==> src/rtl/can_pkg.sv <==
// Shared CAN receive definitions: sequencer states, protocol constants and payload sizing.
package can_pkg;

  typedef enum logic [2:0] {
    WAIT_IDLE,
    IDLE,
    ARB,
    CTRL,
    DATA,
    CRC,
    DELIM
  } can_state_t;

  localparam logic [14:0] CAN_CRC_POLY  = 15'h4599;
  localparam int          CAN_IDLE_BITS = 11;
  localparam int          CAN_STUFF_LEN = 5;
  localparam int          CAN_ID_BITS   = 11;

  // Remote frames carry no payload; DLC values above 8 still mean 8 bytes.
  function automatic logic [6:0] payload_bits(input logic [3:0] dlc_v, input logic rtr_v);
    if (rtr_v) return 7'd0;
    if (dlc_v > 4'd8) return 7'd64;
    return {dlc_v, 3'b000};
  endfunction

endpackage

==> src/rtl/can_crc15_step.sv <==
// CRC-15 register that advances one bit only when enabled, so stuff bits can be skipped.
// One cycle per step; clr together with en restarts from zero and steps the new bit in.
module can_crc15_step
  import can_pkg::*;
#(
  parameter logic [14:0] POLY = CAN_CRC_POLY
) (
  input  logic        clk,
  input  logic        rst_n,
  input  logic        clr,
  input  logic        en,
  input  logic        din,
  output logic [14:0] crc
);

  logic [14:0] base;

  assign base = clr ? 15'h0 : crc;

  always_ff @(posedge clk or negedge rst_n) begin
    if (!rst_n) begin
      crc <= 15'h0;
    end else if (en) begin
      crc <= {base[13:0], 1'b0} ^ ((base[14] ^ din) ? POLY : 15'h0);
    end else if (clr) begin
      crc <= 15'h0;
    end
  end

endmodule

==> src/rtl/can_rx_frame_seq.sv <==
// CAN standard-frame receive sequencer: destuffs, tracks fields, checks CRC-15.
// Outputs registered one cycle after the causing bit_valid; no backpressure, bits are consumed as strobed.
module can_rx_frame_seq
  import can_pkg::*;
#(
  parameter int                  CRC_BITS  = 15,
  parameter logic [CRC_BITS-1:0] POLY      = CAN_CRC_POLY,
  parameter int                  IDLE_BITS = CAN_IDLE_BITS
) (
  input  logic                   clk,
  input  logic                   rst_n,
  input  logic                   bit_valid,
  input  logic                   rx_bit,
  output logic                   busy,
  output logic                   frame_done,
  output logic                   crc_ok,
  output logic [CAN_ID_BITS-1:0] id,
  output logic [3:0]             dlc,
  output logic                   stuff_err,
  output logic                   form_err
);

  localparam int IW = $clog2(IDLE_BITS + 1);

  can_state_t          state;
  logic [IW-1:0]       idle_cnt;
  logic [6:0]          cnt;
  logic [6:0]          pay_len;
  logic                last_bit;
  logic [2:0]          run_cnt;
  logic                rtr;
  logic [CRC_BITS-1:0] rx_crc;
  logic [CRC_BITS-1:0] crc_val;

  logic       stuffed_st;
  logic       stuff_bit;
  logic       sof;
  logic       crc_en;
  logic [6:0] next_len;

  assign stuffed_st = state inside {ARB, CTRL, DATA, CRC};
  assign stuff_bit  = stuffed_st && (run_cnt == 3'(CAN_STUFF_LEN));
  assign sof        = bit_valid && (state == IDLE) && !rx_bit;
  assign crc_en     = bit_valid && !stuff_bit && (sof || (state inside {ARB, CTRL, DATA}));
  assign next_len   = payload_bits({dlc[2:0], rx_bit}, rtr);

  can_crc15_step #(
    .POLY (POLY)
  ) u_crc (
    .clk   (clk),
    .rst_n (rst_n),
    .clr   (sof),
    .en    (crc_en),
    .din   (rx_bit),
    .crc   (crc_val)
  );

  always_ff @(posedge clk or negedge rst_n) begin
    if (!rst_n) begin
      state      <= WAIT_IDLE;
      idle_cnt   <= '0;
      cnt        <= 7'd0;
      pay_len    <= 7'd0;
      last_bit   <= 1'b0;
      run_cnt    <= 3'd0;
      rtr        <= 1'b0;
      rx_crc     <= '0;
      busy       <= 1'b0;
      frame_done <= 1'b0;
      crc_ok     <= 1'b0;
      id         <= '0;
      dlc        <= 4'd0;
      stuff_err  <= 1'b0;
      form_err   <= 1'b0;
    end else begin
      frame_done <= 1'b0;
      stuff_err  <= 1'b0;
      form_err   <= 1'b0;
      if (bit_valid) begin
        unique case (state)
          WAIT_IDLE: begin
            if (!rx_bit) begin
              idle_cnt <= '0;
            end else if (idle_cnt == IW'(IDLE_BITS - 1)) begin
              idle_cnt <= '0;
              state    <= IDLE;
            end else begin
              idle_cnt <= idle_cnt + 1'b1;
            end
          end
          IDLE: begin
            if (!rx_bit) begin
              state    <= ARB;
              busy     <= 1'b1;
              crc_ok   <= 1'b0;
              id       <= '0;
              dlc      <= 4'd0;
              cnt      <= 7'd0;
              last_bit <= 1'b0;
              run_cnt  <= 3'd1;
            end
          end
          DELIM: begin
            busy     <= 1'b0;
            state    <= WAIT_IDLE;
            idle_cnt <= '0;
            if (rx_bit) begin
              frame_done <= 1'b1;
              crc_ok     <= (crc_val == rx_crc);
            end else begin
              form_err <= 1'b1;
            end
          end
          default: begin
            if (stuff_bit) begin
              // A stuff bit must break the run; an equal sixth bit is a stuff violation.
              if (rx_bit != last_bit) begin
                last_bit <= rx_bit;
                run_cnt  <= 3'd1;
              end else begin
                stuff_err <= 1'b1;
                busy      <= 1'b0;
                state     <= WAIT_IDLE;
                idle_cnt  <= '0;
              end
            end else begin
              if (rx_bit == last_bit) begin
                run_cnt <= run_cnt + 3'd1;
              end else begin
                run_cnt  <= 3'd1;
                last_bit <= rx_bit;
              end
              case (state)
                ARB: begin
                  if (cnt == 7'(CAN_ID_BITS)) begin
                    rtr   <= rx_bit;
                    cnt   <= 7'd0;
                    state <= CTRL;
                  end else begin
                    id  <= {id[CAN_ID_BITS-2:0], rx_bit};
                    cnt <= cnt + 7'd1;
                  end
                end
                CTRL: begin
                  case (cnt)
                    7'd0: begin
                      if (rx_bit) begin
                        form_err <= 1'b1;
                        busy     <= 1'b0;
                        state    <= WAIT_IDLE;
                        idle_cnt <= '0;
                      end else begin
                        cnt <= cnt + 7'd1;
                      end
                    end
                    7'd1: cnt <= cnt + 7'd1;
                    default: begin
                      dlc <= {dlc[2:0], rx_bit};
                      if (cnt == 7'd5) begin
                        pay_len <= next_len;
                        cnt     <= 7'd0;
                        state   <= (next_len == 7'd0) ? CRC : DATA;
                      end else begin
                        cnt <= cnt + 7'd1;
                      end
                    end
                  endcase
                end
                DATA: begin
                  if (cnt == pay_len - 7'd1) begin
                    cnt   <= 7'd0;
                    state <= CRC;
                  end else begin
                    cnt <= cnt + 7'd1;
                  end
                end
                CRC: begin
                  rx_crc <= {rx_crc[CRC_BITS-2:0], rx_bit};
                  if (cnt == 7'(CRC_BITS - 1)) begin
                    cnt   <= 7'd0;
                    state <= DELIM;
                  end else begin
                    cnt <= cnt + 7'd1;
                  end
                end
                default: ;
              endcase
            end
          end
        endcase
      end
    end
  end

endmodule

==> config.mk <==
export PLATFORM = sky130hd
export DESIGN_NAME = can_rx_frame_seq
export DESIGN_NICKNAME = d
export VERILOG_FILES = /design/src/rtl/can_pkg.sv /design/src/rtl/can_crc15_step.sv /design/src/rtl/can_rx_frame_seq.sv
export SDC_FILE = /design/constraint.sdc
export NUM_CORES = 1
export LEC_CHECK = 0
export BUFFER_PORTS_ARGS = -buffer_cell sky130_fd_sc_hd__buf_4
export CAP_MARGIN = 40
export CELL_PAD_IN_SITES_DETAIL_PLACEMENT = 1
export CELL_PAD_IN_SITES_GLOBAL_PLACEMENT = 1
export CORE_ASPECT_RATIO = 0.6
export CORE_MARGIN = 2
export CORE_UTILIZATION = 51
export DETAILED_ROUTE_END_ITERATION = 10
export PLACE_DENSITY = 0.81
export REMOVE_ABC_BUFFERS = 1
export SETUP_SLACK_MARGIN = 0.05
export SLEW_MARGIN = 25
export SYNTH_ARGS = -nofsm -noshare
export SYNTH_HDL_FRONTEND = slang
export SYNTH_SLANG_ARGS = --single-unit
==> constraint.sdc <==
create_clock -name clk -period 5.4 [get_ports clk]
set_input_delay 0 -clock clk [delete_from_list [all_inputs] [get_ports clk]]
set_output_delay 0 -clock clk [all_outputs]
set_load 0.1 [all_outputs]
==> results of run 1 <==
==> how the worst min path moves through the flow <==
stage                      start          to  slack [ps]  depth (start not counted)
after global placement     rst_n  run_cnt[2]         200                          1
after detailed placement   rst_n        busy         -80                          1
after floorplan            rst_n        busy        -300                          0
after global routing       rst_n        busy         120                          2
final                     rx_bit  pay_len[3]          90                          3
after CTS                 rx_bit  pay_len[3]          70                          3
==> cells in the mapped netlist (3+ instances only) <==
cell type  instances
a21oi_1           19
a22o_1             6
a22oi_1            3
and3_1             5
buf_2             14
clkbuf_1           7
dfrtp_1           73
ha_1               9
inv_1             16
mux2_2            16
mux2i_1           13
nand2_1           56
nand2b_1           6
nand3_1            6
nand4_1            6
nor2_1            31
nor2b_1            6
nor3_1            15
nor4_1             3
o21ai_0           31
o21ai_1            4
o22ai_1            3
o31ai_1            4
or3_1              3
xnor2_1           19
xor2_1             9
==> cells in the final DEF, fill, tap and decap left out, drive strengths merged, types with 7 or more instances in the layout <==
cell and count:
a21oi 19, buf 27, clkbuf 10, dfrtp 73, ha 9, inv 17
mux2 17, mux2i 13, nand2 56, nand3 7, nor2 32, nor3 15
o21ai 35, xnor2 19, xor2 9
==> critical path, delay by kind of cell, from the launching register on <==
family,cells,cell delay [ps]
muxes,1,240
DFF,1,650
and+or+nand+nor,4,1330
buffers and inverters,1,290
AOI/OAI and AO/OA,1,60
==> metal layers <==
metal	GRT usage, %	vias up	share of wire, %
li1	-	1564	-
met1	39.4	1705	48
met2	42.9	92	45
met3	9.47	19	6.5
met4	7.71	0	1.2
met5	0	-	0
==> flip-flops by register name, summed over array words and instances (netlist names), 3 cells and up <==
signal	cells
idle_cnt	4
u_crc.crc	15
dlc	4
pay_len	4
cnt	7
run_cnt	3
id	11
state	3
rx_crc	15
==> what timing repair did <==
item	4_1_cts	5_1_grt
hold buffers	2	0
endpoints found under the setup margin	0	0
endpoints found under the hold margin	74	0
==> metrics by stage <==
| step | setup slack (ps) | total power (µW) | area (µm²) | util (%) |
|---|---|---|---|---|
| 6_report | 2740 | 2900 | 4660 | 59.4 |
| 5_1_grt | 2560 | 3080 | 4660 | 59.4 |
| 4_1_cts | 2770 | 2910 | 4660 | 59.4 |
| 3_5_place_dp | 2820 | 2320 | 4370 | 55.6 |
| 3_3_place_gp | 2770 | 2240 | 4330 | 55.2 |
| 2_1_floorplan | 2840 | 1920 | 4010 | - |
==> power by group <==
part           switching, µW  internal (µW)
Clock                    240            312
Sequential               236            697
Combinational            949            464
==> kinds of logic after synthesis <==
group	after synthesis	share of synthesized area [%]
AO/OA/AOI/OAI	100	16.3
XOR/XNOR	28	5.97
adder cells (fa/ha/maj)	9	2.74
buffers and inverters	40	4.08
flip-flops	73	44.5
multiplexers	30	7.92
AND/OR/NAND/NOR	152	18.5
==> cell type report <==
class | count | area, µm²
fillers | 913 | 3190
multi-input cells | 319 | 2110
flip-flops and latches | 73 | 1830
repair buffers | 29 | 246
clock buffers | 10 | 229
well taps | 108 | 135
inverters | 18 | 67.6
clock inverters | 6 | 42.5
==> results.toml, run 1 <==
[status]
run_status = "completed"

[setup_path]
crit_end = "dlc[0]"
crit_path_top_delay_cell = "dfrtp_1"
r2r-end = "dlc[0]"
critPathMaxStageDelay_ps = 650
critPathCaptureType = "flip-flop"
worstSetupPathType = "reg -> reg"
startpoint = "state[1]"
start_kind = "flip-flop"
cpMostUsedCell = "nor2_1"
reg2reg_from = "state[1]"
crit_arrival_ps = 2920
critPathMaxFanout = 22
ff2ff_path_depth = 7
path_cells = "and2b_1 > nand2b_1 > buf_6 > nor2_1 > a31oi_1 > nor2_1 > mux2i_1"
rrSetupSlack_ps = 2740
cp_data_required_time_ps = 5660

[clocking]
clk_pin_slew_ps = 60
clk_latency_ps = 340
cts.sinks = 73
cts_buffer_depth = 2
cts-root-buf = "clkbuf_16"
cts_buffers = 9
cts_tree = "yes"
cts-resized-gates = 0
htreeDepth = 3
post-cts-setup-buffer-count = 0

[global_route]
grt_util_all_layers_pct = 28.4
gr-total-overflow = 0
grt_pass1_vias = 3396
grt_max_degree = 55
antenna_found_initial = 1
grt_first_pass_wirelength_mm = 18.8

[synth]
synth_edf_count = 0
ys_types = 62
synthArstFlopShare_pct = 100
netlist_top_cells_area = "dfrtp_1, nand2_1, mux2_2"
ys_warn_count = 0
synth_largest_area_cell = "dfrtp_1"
synthCells = 432
synth_seq_cells = 73
synth_top_area_share_pct = 44.5
synth_area_um2 = 4110
avgSynthCellArea_um2 = 9.51
synth_seq_area_share_pct = 44.5
ys.flop_type = "dfrtp_1"

[timing]
timing.final.hold_violations = 0
holdWs_ps = 89.2
min_period_ps = 2660
fmax_mhz = 377
setup_viol = 0
fin_tns_setup_ps = 0
finalCritPeriodShare_pct = 49.2
slew_headroom_pct = 50.9
slew_viol_final = 0
worst_pin_slew_ps = 736
rsz0062_at_grt = "false"
finClkSkew_ps = 6.16

[pwr]
ir_drop_v = 0.000258
p_leak_uw = 0.00217
power-per-cell-area_nw_per_um2 = 622

[route]
vias_per_cell = 6.00
routed_wirelength_mm = 11.6
routedWlPerCell_um = 20.5
drc = 0
first_pass_iters = 4
via_count = 3380
postRouteAntennaNets = 0
drt-initial-drc-count = 276

[place]
placedCellCount = 545
portBuffers = 23
place.gp.congestion = 0.853
dpl.hpwl_mm = 7.91

[final_layout]
nets = 463
syn_to_final_growth_pct = 13.5
stdcell_count = 563
drive_gt1_share_pct = 15.2
diodes = 0

[die]
dieArea_um2 = 8810
num_io_pins = 24
fp.dieH_um = 73.5
num_rows = 25
die_w_um = 120
core_um2 = 7850
start_util_pct = 52.3

[hold_path]
hold_path.class = "in -> reg"

[job]
drv_cap = 0
Power figures use the tool's default switching activity.
==> inputs of run 2 (changes only) <==
--- a/config.mk
+++ b/config.mk
@@ -5,15 +5,16 @@
 export SDC_FILE = /design/constraint.sdc
 export NUM_CORES = 1
 export LEC_CHECK = 0
+export ABC_AREA = 1
 export BUFFER_PORTS_ARGS = -buffer_cell sky130_fd_sc_hd__buf_4
 export CAP_MARGIN = 40
 export CELL_PAD_IN_SITES_DETAIL_PLACEMENT = 1
 export CELL_PAD_IN_SITES_GLOBAL_PLACEMENT = 1
 export CORE_ASPECT_RATIO = 0.6
 export CORE_MARGIN = 2
-export CORE_UTILIZATION = 51
+export CORE_UTILIZATION = 46
 export DETAILED_ROUTE_END_ITERATION = 10
-export PLACE_DENSITY = 0.81
+export PLACE_DENSITY = 0.77
 export REMOVE_ABC_BUFFERS = 1
 export SETUP_SLACK_MARGIN = 0.05
 export SLEW_MARGIN = 25
==> constraint.sdc (replaced) <==
create_clock -name clk -period 2.65 [get_ports clk]
set_input_delay 0 -clock clk [delete_from_list [all_inputs] [get_ports clk]]
set_output_delay 0 -clock clk [all_outputs]
set_load 0.1 [all_outputs]
==> run 2 against run 1 <==
  * Register-to-register slack worse by 2300 ps
  * Critical endpoint is now rx_crc[10]
  * Clock skew is 4.6 ps higher
  * Combinational power is 47% higher
==> results.toml, run 2 <==
[pwr]
finalPower_uw = 4990
ir_drop_v = 0.000551
sequentialPowerShare_pct = 31.6
p_switching_uw = 2250
power-per-cell-area_nw_per_um2 = 1050
p_leak_uw = 0.00235
p_sw_share_pct = 45.1
p_comb_share_pct = 41.6
internal_power_uw = 2740
clockPowerShare_pct = 26.8

[synth]
avgSynthCellArea_um2 = 7.89
synth_largest_area_cell = "dfrtp_1"
synth_area_um2 = 4110
ys.flop_type = "dfrtp_1"
ys_types = 33
synthArstFlopShare_pct = 100
synth_seq_cells = 73
synthTopCellsByCount = "nand2_1, dfrtp_1, inv_1"
synth_edf_count = 0
synth_top_area_share_pct = 44.4
synthCells = 521
yosysMostFrequentCell = "nand2_1"
netlist_top_cells_area = "dfrtp_1, nand2_1, o21ai_0"
synth_seq_area_share_pct = 44.4
ys_warn_count = 0

[setup_path]
r2r-end = "rx_crc[10]"
critPathMaxFanout = 20
startpoint = "state[2]"
cp_data_required_time_ps = 2870
rrSetupSlack_ps = 430
worstSetupPathType = "reg -> reg"
crit_arrival_ps = 2440
critPathCaptureType = "flip-flop"
ff2ff_path_depth = 7
reg2reg_from = "state[2]"
start_kind = "flip-flop"

[final_layout]
most-common-layout-cells = "nand2_1, dfrtp_1, inv_1, o21ai_0, nor2_1"
top_regs = "rx_crc (15), u_crc.crc (15), id (11)"
drive_gt1_share_pct = 14.4
nets = 564
syn_to_final_growth_pct = 15.4
diodes = 0
stdcell_count = 668
final_common_cell = "nand2_1"

[place]
portBuffers = 23
dpl.hpwl_mm = 9.07
placedCellCount = 651
place.gp.congestion = 0.968

[hold_path]
worstHoldEndpoint = "stuff_err"
holdPathStages = 3
hold_path.class = "in -> reg"
min_from = "bit_valid"

[timing]
worst_pin_slew_ps = 654
fin_tns_setup_ps = 0
finClkSkew_ps = 10.8
setup_viol = 0
fmax_mhz = 450
timing.final.hold_violations = 0
rsz0062_at_grt = "false"
slew_viol_final = 0
min_period_ps = 2220
holdWs_ps = 46.1
slew_headroom_pct = 56.3
finalCritPeriodShare_pct = 83.9

[die]
dieArea_um2 = 9740
core_um2 = 8590
fp.dieH_um = 77.2
num_rows = 26
die_w_um = 126
num_io_pins = 24
start_util_pct = 47.9

[global_route]
antenna_found_initial = 0
grt_util_all_layers_pct = 26.8
grt_max_degree = 43
grt_first_pass_wirelength_mm = 20.4
gr-total-overflow = 0
grt_pass1_vias = 3833

[clocking]
cts_buffer_depth = 2
cts-root-buf = "clkbuf_16"
hold_buffers = 1
clk_pin_slew_ps = 60
htreeDepth = 3
cts_buffers = 9
clk_latency_ps = 340
cts-resized-gates = 0
cts.sinks = 73
cts_tree = "yes"
post-cts-setup-buffer-count = 0

[route]
routedWlPerCell_um = 18.1
drt-initial-drc-count = 293
first_pass_iters = 4
drc = 0
via_count = 3628
routed_wirelength_mm = 12.1
vias_per_cell = 5.43
postRouteAntennaNets = 0

[job]
drv_cap = 0

[status]
run_status = "completed"
-- run 2: cell families (layout without fill, tap and decap cells) --
group / count (synthesis) / count (layout) / share of synthesized area, %
and+or+nand+nor: 278 / 278 / 30.7
DFF: 73 / 73 / 44.4
buffers and inverters: 68 / 103 / 6.78
AOI/OAI and AO/OA: 66 / 66 / 8.09
xor gates and xnor gates: 17 / 17 / 3.62
muxes: 10 / 10 / 3.65
adders and majority gates: 9 / 9 / 2.74
-- run 2: power by group through the flow --
stage | logic [µW] | clock network [µW] | registers [µW]
2_1_floorplan | 1220 | 0 | 1770
3_3_place_gp | 1980 | 0 | 1570
3_5_place_dp | 2040 | 0 | 1590
4_1_cts | 2060 | 1360 | 1570
5_1_grt | 2290 | 1410 | 1610
6_report | 2070 | 1340 | 1570
-- run 2: layer usage --
| metal | up-vias | track usage [%] | routed length [µm] |
|---|---|---|---|
| met1 | 1783 | 41.5 | 6180 |
| met4 | 0 | 5.60 | 119 |
| met5 | - | 0 | 0 |
| li1 | 1748 | - | - |
| met3 | 11 | 5.51 | 745 |
| met2 | 86 | 38.6 | 5020 |
-- run 2: worst max path at each step --
stage,end,cells past startpoint
detailed placement,id[3],7
global placement,rx_crc[4],7
finish,rx_crc[10],7
CTS,id[3],7
global route,id[3],7
floorplan,u_crc.crc[1],7
-- run 2: final cells by class --
class / instances / area, µm²
fill: 1068 / 3840
multi-input combinational: 380 / 2010
sequential: 73 / 1830
timing repair buffer: 30 / 240
clock buffer: 9 / 225
inverter: 57 / 214
tap: 112 / 140
clock inverter: 7 / 93.8
-- run 2: per-stage QoR --
step                instance area [µm²]  utilization, %  setup WS, ps
CTS                                4750            55.3           471
floorplan                          4050               -           716
global placement                   4400            51.2           547
global route                       4750            55.3           253
detailed placement                 4420            51.4           496
finish                             4750            55.3           426
-- run 2: worst max-delay path, cell delays in order (launching register included) --
cell and delay (ps):
dfrtp_1 470, nand2_1 180, nor2_1 370, nor2_2 140, nand2_4 110, nor2_4 50, nand2_2 420, mux2_4 350
